`src/rtl/bank_pingpong_sched_pkg.sv`:
```
// Shared types and constants for the ping-pong bank scheduler.
package bank_pingpong_sched_pkg;

  // Compute-side ownership state
  typedef enum logic {
    C_IDLE = 1'b0,
    C_RUN  = 1'b1
  } comp_state_e;

  // Write target select encoding (also the arbiter request index)
  localparam logic WR_SEL_WEST  = 1'b0;
  localparam logic WR_SEL_NORTH = 1'b1;

  // Elaboration-time helper for sizing address and counter widths
  function automatic int max2(input int a, input int b);
    return (a > b) ? a : b;
  endfunction

endpackage

```
`src/rtl/bank_pingpong_sched_if.sv`:
```
// Loader handshakes, shared bank write port and compute control bundle.
interface bank_pingpong_sched_if #(
  parameter int ADDR_W = 4
);
  logic              w_in_valid;
  logic              w_in_ready;
  logic              n_in_valid;
  logic              n_in_ready;
  logic              wr_en;
  logic              wr_sel;
  logic              wr_bank;
  logic [ADDR_W-1:0] wr_addr;
  logic              comp_start;
  logic              comp_bank;
  logic              comp_busy;
  logic              comp_done;
  logic [1:0]        bank_full;

  // Scheduler side
  modport slave (
    input  w_in_valid, n_in_valid, comp_done,
    output w_in_ready, n_in_ready, wr_en, wr_sel, wr_bank, wr_addr,
           comp_start, comp_bank, comp_busy, bank_full
  );

  // Loader / compute / memory side
  modport master (
    output w_in_valid, n_in_valid, comp_done,
    input  w_in_ready, n_in_ready, wr_en, wr_sel, wr_bank, wr_addr,
           comp_start, comp_bank, comp_busy, bank_full
  );
endinterface

```
`src/rtl/bank_pingpong_sched_rr_arb2.sv`:
```
// Two-way round-robin arbiter: bit 0 = west, bit 1 = north.
// When both request, the side not granted last wins; a lone requester
// always wins. The history starts at north so west wins the first tie.
module rr_arb2
  import bank_pingpong_sched_pkg::*;
(
  input  logic       clk,
  input  logic       rst_n,
  input  logic [1:0] i_req,
  output logic [1:0] o_gnt
);

  logic r_last;  // side granted most recently (WR_SEL_* encoding)

  // Grant selection, purely combinational from requests and history
  always_comb begin
    o_gnt = 2'b00;
    if (i_req == 2'b11) begin
      o_gnt = (r_last == WR_SEL_NORTH) ? 2'b01 : 2'b10;
    end else begin
      o_gnt = i_req;
    end
  end

  // Remember the winner of every granted cycle
  always_ff @(posedge clk) begin
    if (!rst_n) begin
      r_last <= WR_SEL_NORTH;
    end else if (|o_gnt) begin
      r_last <= o_gnt[1];
    end
  end

endmodule

```
`src/rtl/bank_pingpong_sched.sv`:
```
// Ping-pong bank scheduler: two loaders fill the bank at load_ptr through
// one shared write port while compute owns the other bank. A bank is
// handed to compute once both its west and north tiles are loaded, and is
// handed back (cleared) when compute reports done.
module bank_pingpong_sched
  import bank_pingpong_sched_pkg::*;
#(
  parameter int W_DEPTH = 16,
  parameter int N_DEPTH = 16,
  parameter int ADDR_W  = $clog2(max2(W_DEPTH, N_DEPTH))
) (
  input  logic                  clk,
  input  logic                  rst_n,
  bank_pingpong_sched_if.slave  bus
);

  // Counts run 0..DEPTH inclusive, so they need one more code than addresses
  localparam int CNT_W = $clog2(max2(W_DEPTH, N_DEPTH) + 1);
  localparam logic [CNT_W-1:0] W_FULL = CNT_W'(W_DEPTH);
  localparam logic [CNT_W-1:0] N_FULL = CNT_W'(N_DEPTH);

  // Per-bank fill state
  logic [1:0][CNT_W-1:0] r_wc, r_nc;
  logic [1:0][CNT_W-1:0] w_wc_nxt, w_nc_nxt;
  logic [1:0]            r_bank_full, w_bank_full_nxt;
  logic                  r_load_ptr;

  // Registered write port
  logic              r_wr_en, r_wr_sel, r_wr_bank;
  logic [ADDR_W-1:0] r_wr_addr;

  // Compute ownership
  comp_state_e r_state, w_state_nxt;
  logic        r_comp_bank;
  logic        w_comp_start;

  // Load-side arbitration
  logic             w_w_elig, w_n_elig;
  logic [1:0]       w_gnt;
  logic             w_hs, w_side;
  logic [CNT_W-1:0] w_cur_cnt;
  logic             w_done;
  logic             w_lp_complete;

  // A side may load only into a non-full bank and only while its tile has room;
  // reset forces both readies low without waiting for an edge.
  assign w_w_elig = rst_n && bus.w_in_valid && (r_wc[r_load_ptr] < W_FULL)
                    && !r_bank_full[r_load_ptr];
  assign w_n_elig = rst_n && bus.n_in_valid && (r_nc[r_load_ptr] < N_FULL)
                    && !r_bank_full[r_load_ptr];

  rr_arb2 u_arb (
    .clk   (clk),
    .rst_n (rst_n),
    .i_req ({w_n_elig, w_w_elig}),
    .o_gnt (w_gnt)
  );

  assign bus.w_in_ready = w_gnt[0];
  assign bus.n_in_ready = w_gnt[1];

  assign w_hs      = |w_gnt;
  assign w_side    = w_gnt[1] ? WR_SEL_NORTH : WR_SEL_WEST;
  assign w_cur_cnt = (w_side == WR_SEL_NORTH) ? r_nc[r_load_ptr] : r_wc[r_load_ptr];
  assign w_done    = bus.comp_done && (r_state == C_RUN);

  // Next counts: bump the granted side of load_ptr, clear the bank compute
  // releases. The two never hit the same bank: a bank owned by compute is
  // full, so nothing is granted into it.
  always_comb begin
    w_wc_nxt = r_wc;
    w_nc_nxt = r_nc;
    if (w_gnt[0]) w_wc_nxt[r_load_ptr] = r_wc[r_load_ptr] + 1'b1;
    if (w_gnt[1]) w_nc_nxt[r_load_ptr] = r_nc[r_load_ptr] + 1'b1;
    if (w_done) begin
      w_wc_nxt[r_comp_bank] = '0;
      w_nc_nxt[r_comp_bank] = '0;
    end
    for (int b = 0; b < 2; b++) begin
      w_bank_full_nxt[b] = (w_wc_nxt[b] == W_FULL) && (w_nc_nxt[b] == N_FULL);
    end
  end

  // The handshake that fills load_ptr's last slot moves loading to the other bank
  assign w_lp_complete = w_hs && w_bank_full_nxt[r_load_ptr];

  // Fill counters, full flags and load pointer
  always_ff @(posedge clk) begin
    if (!rst_n) begin
      r_wc        <= '0;
      r_nc        <= '0;
      r_bank_full <= '0;
      r_load_ptr  <= 1'b0;
    end else begin
      r_wc        <= w_wc_nxt;
      r_nc        <= w_nc_nxt;
      r_bank_full <= w_bank_full_nxt;
      if (w_lp_complete) r_load_ptr <= ~r_load_ptr;
    end
  end

  // Write port: one-cycle-late copy of each handshake; address/target hold when idle
  always_ff @(posedge clk) begin
    if (!rst_n) begin
      r_wr_en   <= 1'b0;
      r_wr_sel  <= WR_SEL_WEST;
      r_wr_bank <= 1'b0;
      r_wr_addr <= '0;
    end else if (w_hs) begin
      r_wr_en   <= 1'b1;
      r_wr_sel  <= w_side;
      r_wr_bank <= r_load_ptr;
      r_wr_addr <= ADDR_W'(w_cur_cnt);
    end else begin
      r_wr_en   <= 1'b0;
    end
  end

  // Compute FSM state and bank ownership; done flips ownership on the same edge
  always_ff @(posedge clk) begin
    if (!rst_n) begin
      r_state     <= C_IDLE;
      r_comp_bank <= 1'b0;
    end else begin
      r_state <= w_state_nxt;
      if (w_done) r_comp_bank <= ~r_comp_bank;
    end
  end

  // Compute FSM next state; start pulses on the cycle the owned bank is full
  always_comb begin
    w_state_nxt  = r_state;
    w_comp_start = 1'b0;
    case (r_state)
      C_IDLE: begin
        if (r_bank_full[r_comp_bank]) begin
          w_state_nxt  = C_RUN;
          w_comp_start = 1'b1;
        end
      end
      C_RUN: begin
        if (bus.comp_done) w_state_nxt = C_IDLE;
      end
      default: w_state_nxt = C_IDLE;
    endcase
  end

  assign bus.wr_en      = r_wr_en;
  assign bus.wr_sel     = r_wr_sel;
  assign bus.wr_bank    = r_wr_bank;
  assign bus.wr_addr    = r_wr_addr;
  assign bus.comp_start = w_comp_start && rst_n;
  assign bus.comp_bank  = r_comp_bank;
  assign bus.comp_busy  = (r_state == C_RUN);
  assign bus.bank_full  = r_bank_full;

endmodule

```
`src/flat_wrapper.sv`:
```
// flat-port wrapper written by rule: the top's interface ports become plain ports
module bank_pingpong_sched_flat import bank_pingpong_sched_pkg::*;
#(
  parameter int W_DEPTH = 16,
  parameter int N_DEPTH = 16,
  parameter int ADDR_W  = $clog2(max2(W_DEPTH, N_DEPTH))
)
  (clk, rst_n, bus_w_in_valid, bus_n_in_valid, bus_comp_done, bus_w_in_ready, bus_n_in_ready, bus_wr_en, bus_wr_sel, bus_wr_bank, bus_wr_addr, bus_comp_start, bus_comp_bank, bus_comp_busy, bus_bank_full);
  bank_pingpong_sched_if #(.ADDR_W(ADDR_W)) bus_i ();
  input  logic clk;
  input  logic rst_n;
  input wire logic [$bits(bus_i.w_in_valid)-1:0] bus_w_in_valid;
  input wire logic [$bits(bus_i.n_in_valid)-1:0] bus_n_in_valid;
  input wire logic [$bits(bus_i.comp_done)-1:0] bus_comp_done;
  output wire logic [$bits(bus_i.w_in_ready)-1:0] bus_w_in_ready;
  output wire logic [$bits(bus_i.n_in_ready)-1:0] bus_n_in_ready;
  output wire logic [$bits(bus_i.wr_en)-1:0] bus_wr_en;
  output wire logic [$bits(bus_i.wr_sel)-1:0] bus_wr_sel;
  output wire logic [$bits(bus_i.wr_bank)-1:0] bus_wr_bank;
  output wire logic [$bits(bus_i.wr_addr)-1:0] bus_wr_addr;
  output wire logic [$bits(bus_i.comp_start)-1:0] bus_comp_start;
  output wire logic [$bits(bus_i.comp_bank)-1:0] bus_comp_bank;
  output wire logic [$bits(bus_i.comp_busy)-1:0] bus_comp_busy;
  output wire logic [$bits(bus_i.bank_full)-1:0] bus_bank_full;
  assign bus_i.w_in_valid = bus_w_in_valid;
  assign bus_i.n_in_valid = bus_n_in_valid;
  assign bus_i.comp_done = bus_comp_done;
  assign bus_w_in_ready = bus_i.w_in_ready;
  assign bus_n_in_ready = bus_i.n_in_ready;
  assign bus_wr_en = bus_i.wr_en;
  assign bus_wr_sel = bus_i.wr_sel;
  assign bus_wr_bank = bus_i.wr_bank;
  assign bus_wr_addr = bus_i.wr_addr;
  assign bus_comp_start = bus_i.comp_start;
  assign bus_comp_bank = bus_i.comp_bank;
  assign bus_comp_busy = bus_i.comp_busy;
  assign bus_bank_full = bus_i.bank_full;
  bank_pingpong_sched #(.W_DEPTH(W_DEPTH), .N_DEPTH(N_DEPTH), .ADDR_W(ADDR_W)) u_core (.clk(clk), .rst_n(rst_n), .bus(bus_i));
endmodule
```
`config.mk`:
```
export PLATFORM = sky130hd
export DESIGN_NAME = bank_pingpong_sched_flat
export DESIGN_NICKNAME = d
export VERILOG_FILES = /design/src/rtl/bank_pingpong_sched_pkg.sv /design/src/rtl/bank_pingpong_sched_if.sv /design/src/rtl/bank_pingpong_sched_rr_arb2.sv /design/src/rtl/bank_pingpong_sched.sv /design/src/flat_wrapper.sv
export SDC_FILE = /design/constraint.sdc
export NUM_CORES = 1
export LEC_CHECK = 0
export CORE_UTILIZATION = 23
export DETAILED_ROUTE_END_ITERATION = 8
export HOLD_SLACK_MARGIN = 0.15
export PLACE_DENSITY = 0.45
export SETUP_SLACK_MARGIN = 0.1
export SLEW_MARGIN = 20
export SYNTH_ARGS = -nofsm -noshare
export SYNTH_HDL_FRONTEND = slang
export SYNTH_SLANG_ARGS = --single-unit
```
`constraint.sdc`:
```
create_clock -name clk -period 6.9 [get_ports clk]
set_clock_uncertainty 0.05 [all_clocks]
set_input_delay 1.725 -clock clk [delete_from_list [all_inputs] [get_ports clk]]
set_output_delay 1.725 -clock clk [all_outputs]
set_load 0.01 [all_outputs]
```
==> run metrics <==
Layout area overhead 18.9%; Yosys cell types 51; critical path fanouts, max 15; worst hold slack between 0.4 and 0.5 ns; Syn Area/Cell roughly 9.1 um2; post-synth top area cell dfxtp_1; CTS sink count 33; CTS resizes 0; Pwr Total 0.397 mW; row cnt 31; vias in the first global route 1402; Die Area about 8000 um2; compound-cell area share of the yosys netlist 15.8%; sw frac 23.9%; Worst Path Arrival about 4 ns; DP Area 2030 um2; Post-Syn Nets between 200 and 250; antenna violations before repair 0; DRC viols 0; status completed; Pint 0.302 mW; Synth Area in Simple Gates a little under a quarter; Req. time, crit path ~5 ns; RePlAce Congestion approximately 0.75; Max-Cap Viols 0; Flop pwr share between 40% and 50%; TritonCTS clock tree yes; Setup crit start kind input port; count of final hold-check violations 0; final slew viol count 0; Post-DRT Antenna Nets 0; Core Area ~7400 um2; DRT Pass-1 Iters 4; fillers ~800; buffer depth of the longest clock path 2; HP Class reg2reg; CP endpoint kind output port; Period minus WS final 5.69 ns; synth top area cells dfxtp_1 (37%), mux2i_1 (11%), nor2_1 (6.3%), xnor2_1 (4.4%), nor2b_1 (2.4%); share of cells above drive strength 1 7.44%; min setup slack post-route 1.21 ns; Tightest Pin Transition 0.905 ns; largest family of logic cells by synthesized area simple AND/OR/NAND/NOR gates; cell leakage power 0.767 nW; Worst slew margin 39.3%; Logic pwr share 9.5%; ys flop type dfxtp_1; HPWL after DPL 3200 um; input/output buffers 18; yosys warns 0; achievable frequency 176 MHz; DR vias around 1400; CTS clock-pin slew for the worst setup and hold paths 0.07 ns; most frequent cells in the layout dfxtp_1 (33), nor2_1 (30), mux2i_1 (19); Cell Area, Synth 1790 um2; pwr dens approximately 190 nW/um2; Synth Area in XOR/XNOR 5.87%; RSZ-0062 raised after global routing false; final period utilization 82.5%; mux cell area share after synthesis 11.4%; Post-Syn Instances 197; DR iter-0 viols 68; Synth Area in Adders under 10%; detail-routed net length per standard cell roughly 14 um; number of synthesized flops with an enable pin 0; final instance area 2130 um2; Initial Utilization 24.3%; Hold-fix buffers, CTS 0; Vias/cell 4.50; commonest non-fill, non-tap cell in the layout dfxtp_1; Setup CP Type in2out; H-tree Lvls 2; sw power 0.0949 mW; Seq cells post-synth 33; Clk network pwr share 40.7%; Final #Nets 221; # setup viols final 0; async set or reset register ratio after synthesis 0%; first-pass GRT wire length 7160 um; Setup TNS 0 ns; sequential element share of the synthesized area 36.9%; IO Pins 19; Clock Root Buffer clkbuf_8; All-Layer GR Usage a little under an eighth; Peak VDD IR 0.0000681 V; total wire length 4320 um; largest net degree at the start of global routing 20; total gr overflow 0; Die Wd 90.2 um; Worst-Skew Late Latency around 0.28 ns; Ant. Diodes 0; TritonCTS Buffers 5; post-CTS setup buffers 0; share of the synthesized area in the top cell type 36.9%; Place WS 1.19 ns; Die Ht roughly 90 um
power groups by stage:
stage | combinational (mW) | sequential, mW | clock [mW]
floorplan | 0.0234 | 0.202 | 0
global placement | 0.0381 | 0.202 | 0
detailed placement | 0.0376 | 0.202 | 0
CTS | 0.0378 | 0.198 | 0.166
global route | 0.0412 | 0.198 | 0.176
finish | 0.0376 | 0.198 | 0.161
cells by family (layout without fill, tap and decap cells):
| kind of cell | after synthesis | in the layout |
|---|---|---|
| adder cells (fa/ha/maj) | 2 | 2 |
| AO/OA/AOI/OAI | 37 | 37 |
| flip-flops | 33 | 33 |
| multiplexers | 20 | 20 |
| AND/OR/NAND/NOR | 77 | 77 |
| XOR/XNOR | 12 | 12 |
| buffers and inverters | 16 | 34 |
per-layer routing:
metal | vias to the layer above | routed length (um) | track usage, %
met4 | 0 | 73 | 4.84
met3 | 5 | 181 | 3.05
li1 | 728 | - | -
met5 | - | 0 | 0
met1 | 651 | 2070 | 14.5
met2 | 30 | 2000 | 18.3
state kept, by name, summed over array words and instances (netlist names):
register / cells
u_core.bus.wr_en: 1
u_core.bus.bank_full: 2
u_core.bus.wr_addr: 4
u_core.r_wc: 10
u_core.bus.comp_bank: 1
u_core.u_arb.r_last: 1
u_core.r_load_ptr: 1
u_core.bus.wr_bank: 1
u_core.bus.comp_busy: 1
u_core.r_nc: 10
u_core.bus.wr_sel: 1
stage by stage:
step                cells  util (%)
global route          314      28.9
CTS                   314      28.9
floorplan             197         -
finish                314      28.9
global placement      306      27.5
detailed placement    306      27.5
area by class of cell:
class	instances	area [um2]	share of cell area (%)
clock buffer	7	96.3	4.52
clock inverter	1	5.00	0.235
inverter	8	30.0	1.41
multi-input combinational	148	1030	48.5
sequential	33	661	31.0
tap	99	124	5.82
timing repair buffer	18	180	8.46
Yosys cell counts, types with 3 or more instances:
library cell and instances:
o21ai_1 3, nand2_1 11, nor2b_1 7, xnor2_1 9, inv_1 8, dfxtp_1 33
and2_1 3, nand2b_1 3, nor3_1 4, nand3_1 4, buf_6 3, a211oi_1 3
nor2_1 30, o21a_1 4, xor2_1 3, a21oi_1 6, mux2i_1 19
critical path, cell delays in order:
cell	delay [ns]
clkdlybuf4s50_1	0.77
nand2_1	0.14
a31oi_1	0.28
o21ai_1	0.21
inv_1	0.21
clkdlybuf4s50_1	0.57
path summary, 6_finish.rpt:
kind,startpoint,end,slack (ns),cells after the start
worst max-delay path,rst_n,bus_n_in_ready,1.21,6
worst min-delay path,u_core.r_wc[4],u_core.r_wc[4],0.46,2
worst max register to register,u_core.r_load_ptr,u_core.r_load_ptr,3.85,8
worst min register to register,u_core.r_wc[4],u_core.r_wc[4],0.46,2
(Power assumes the default switching activity.)
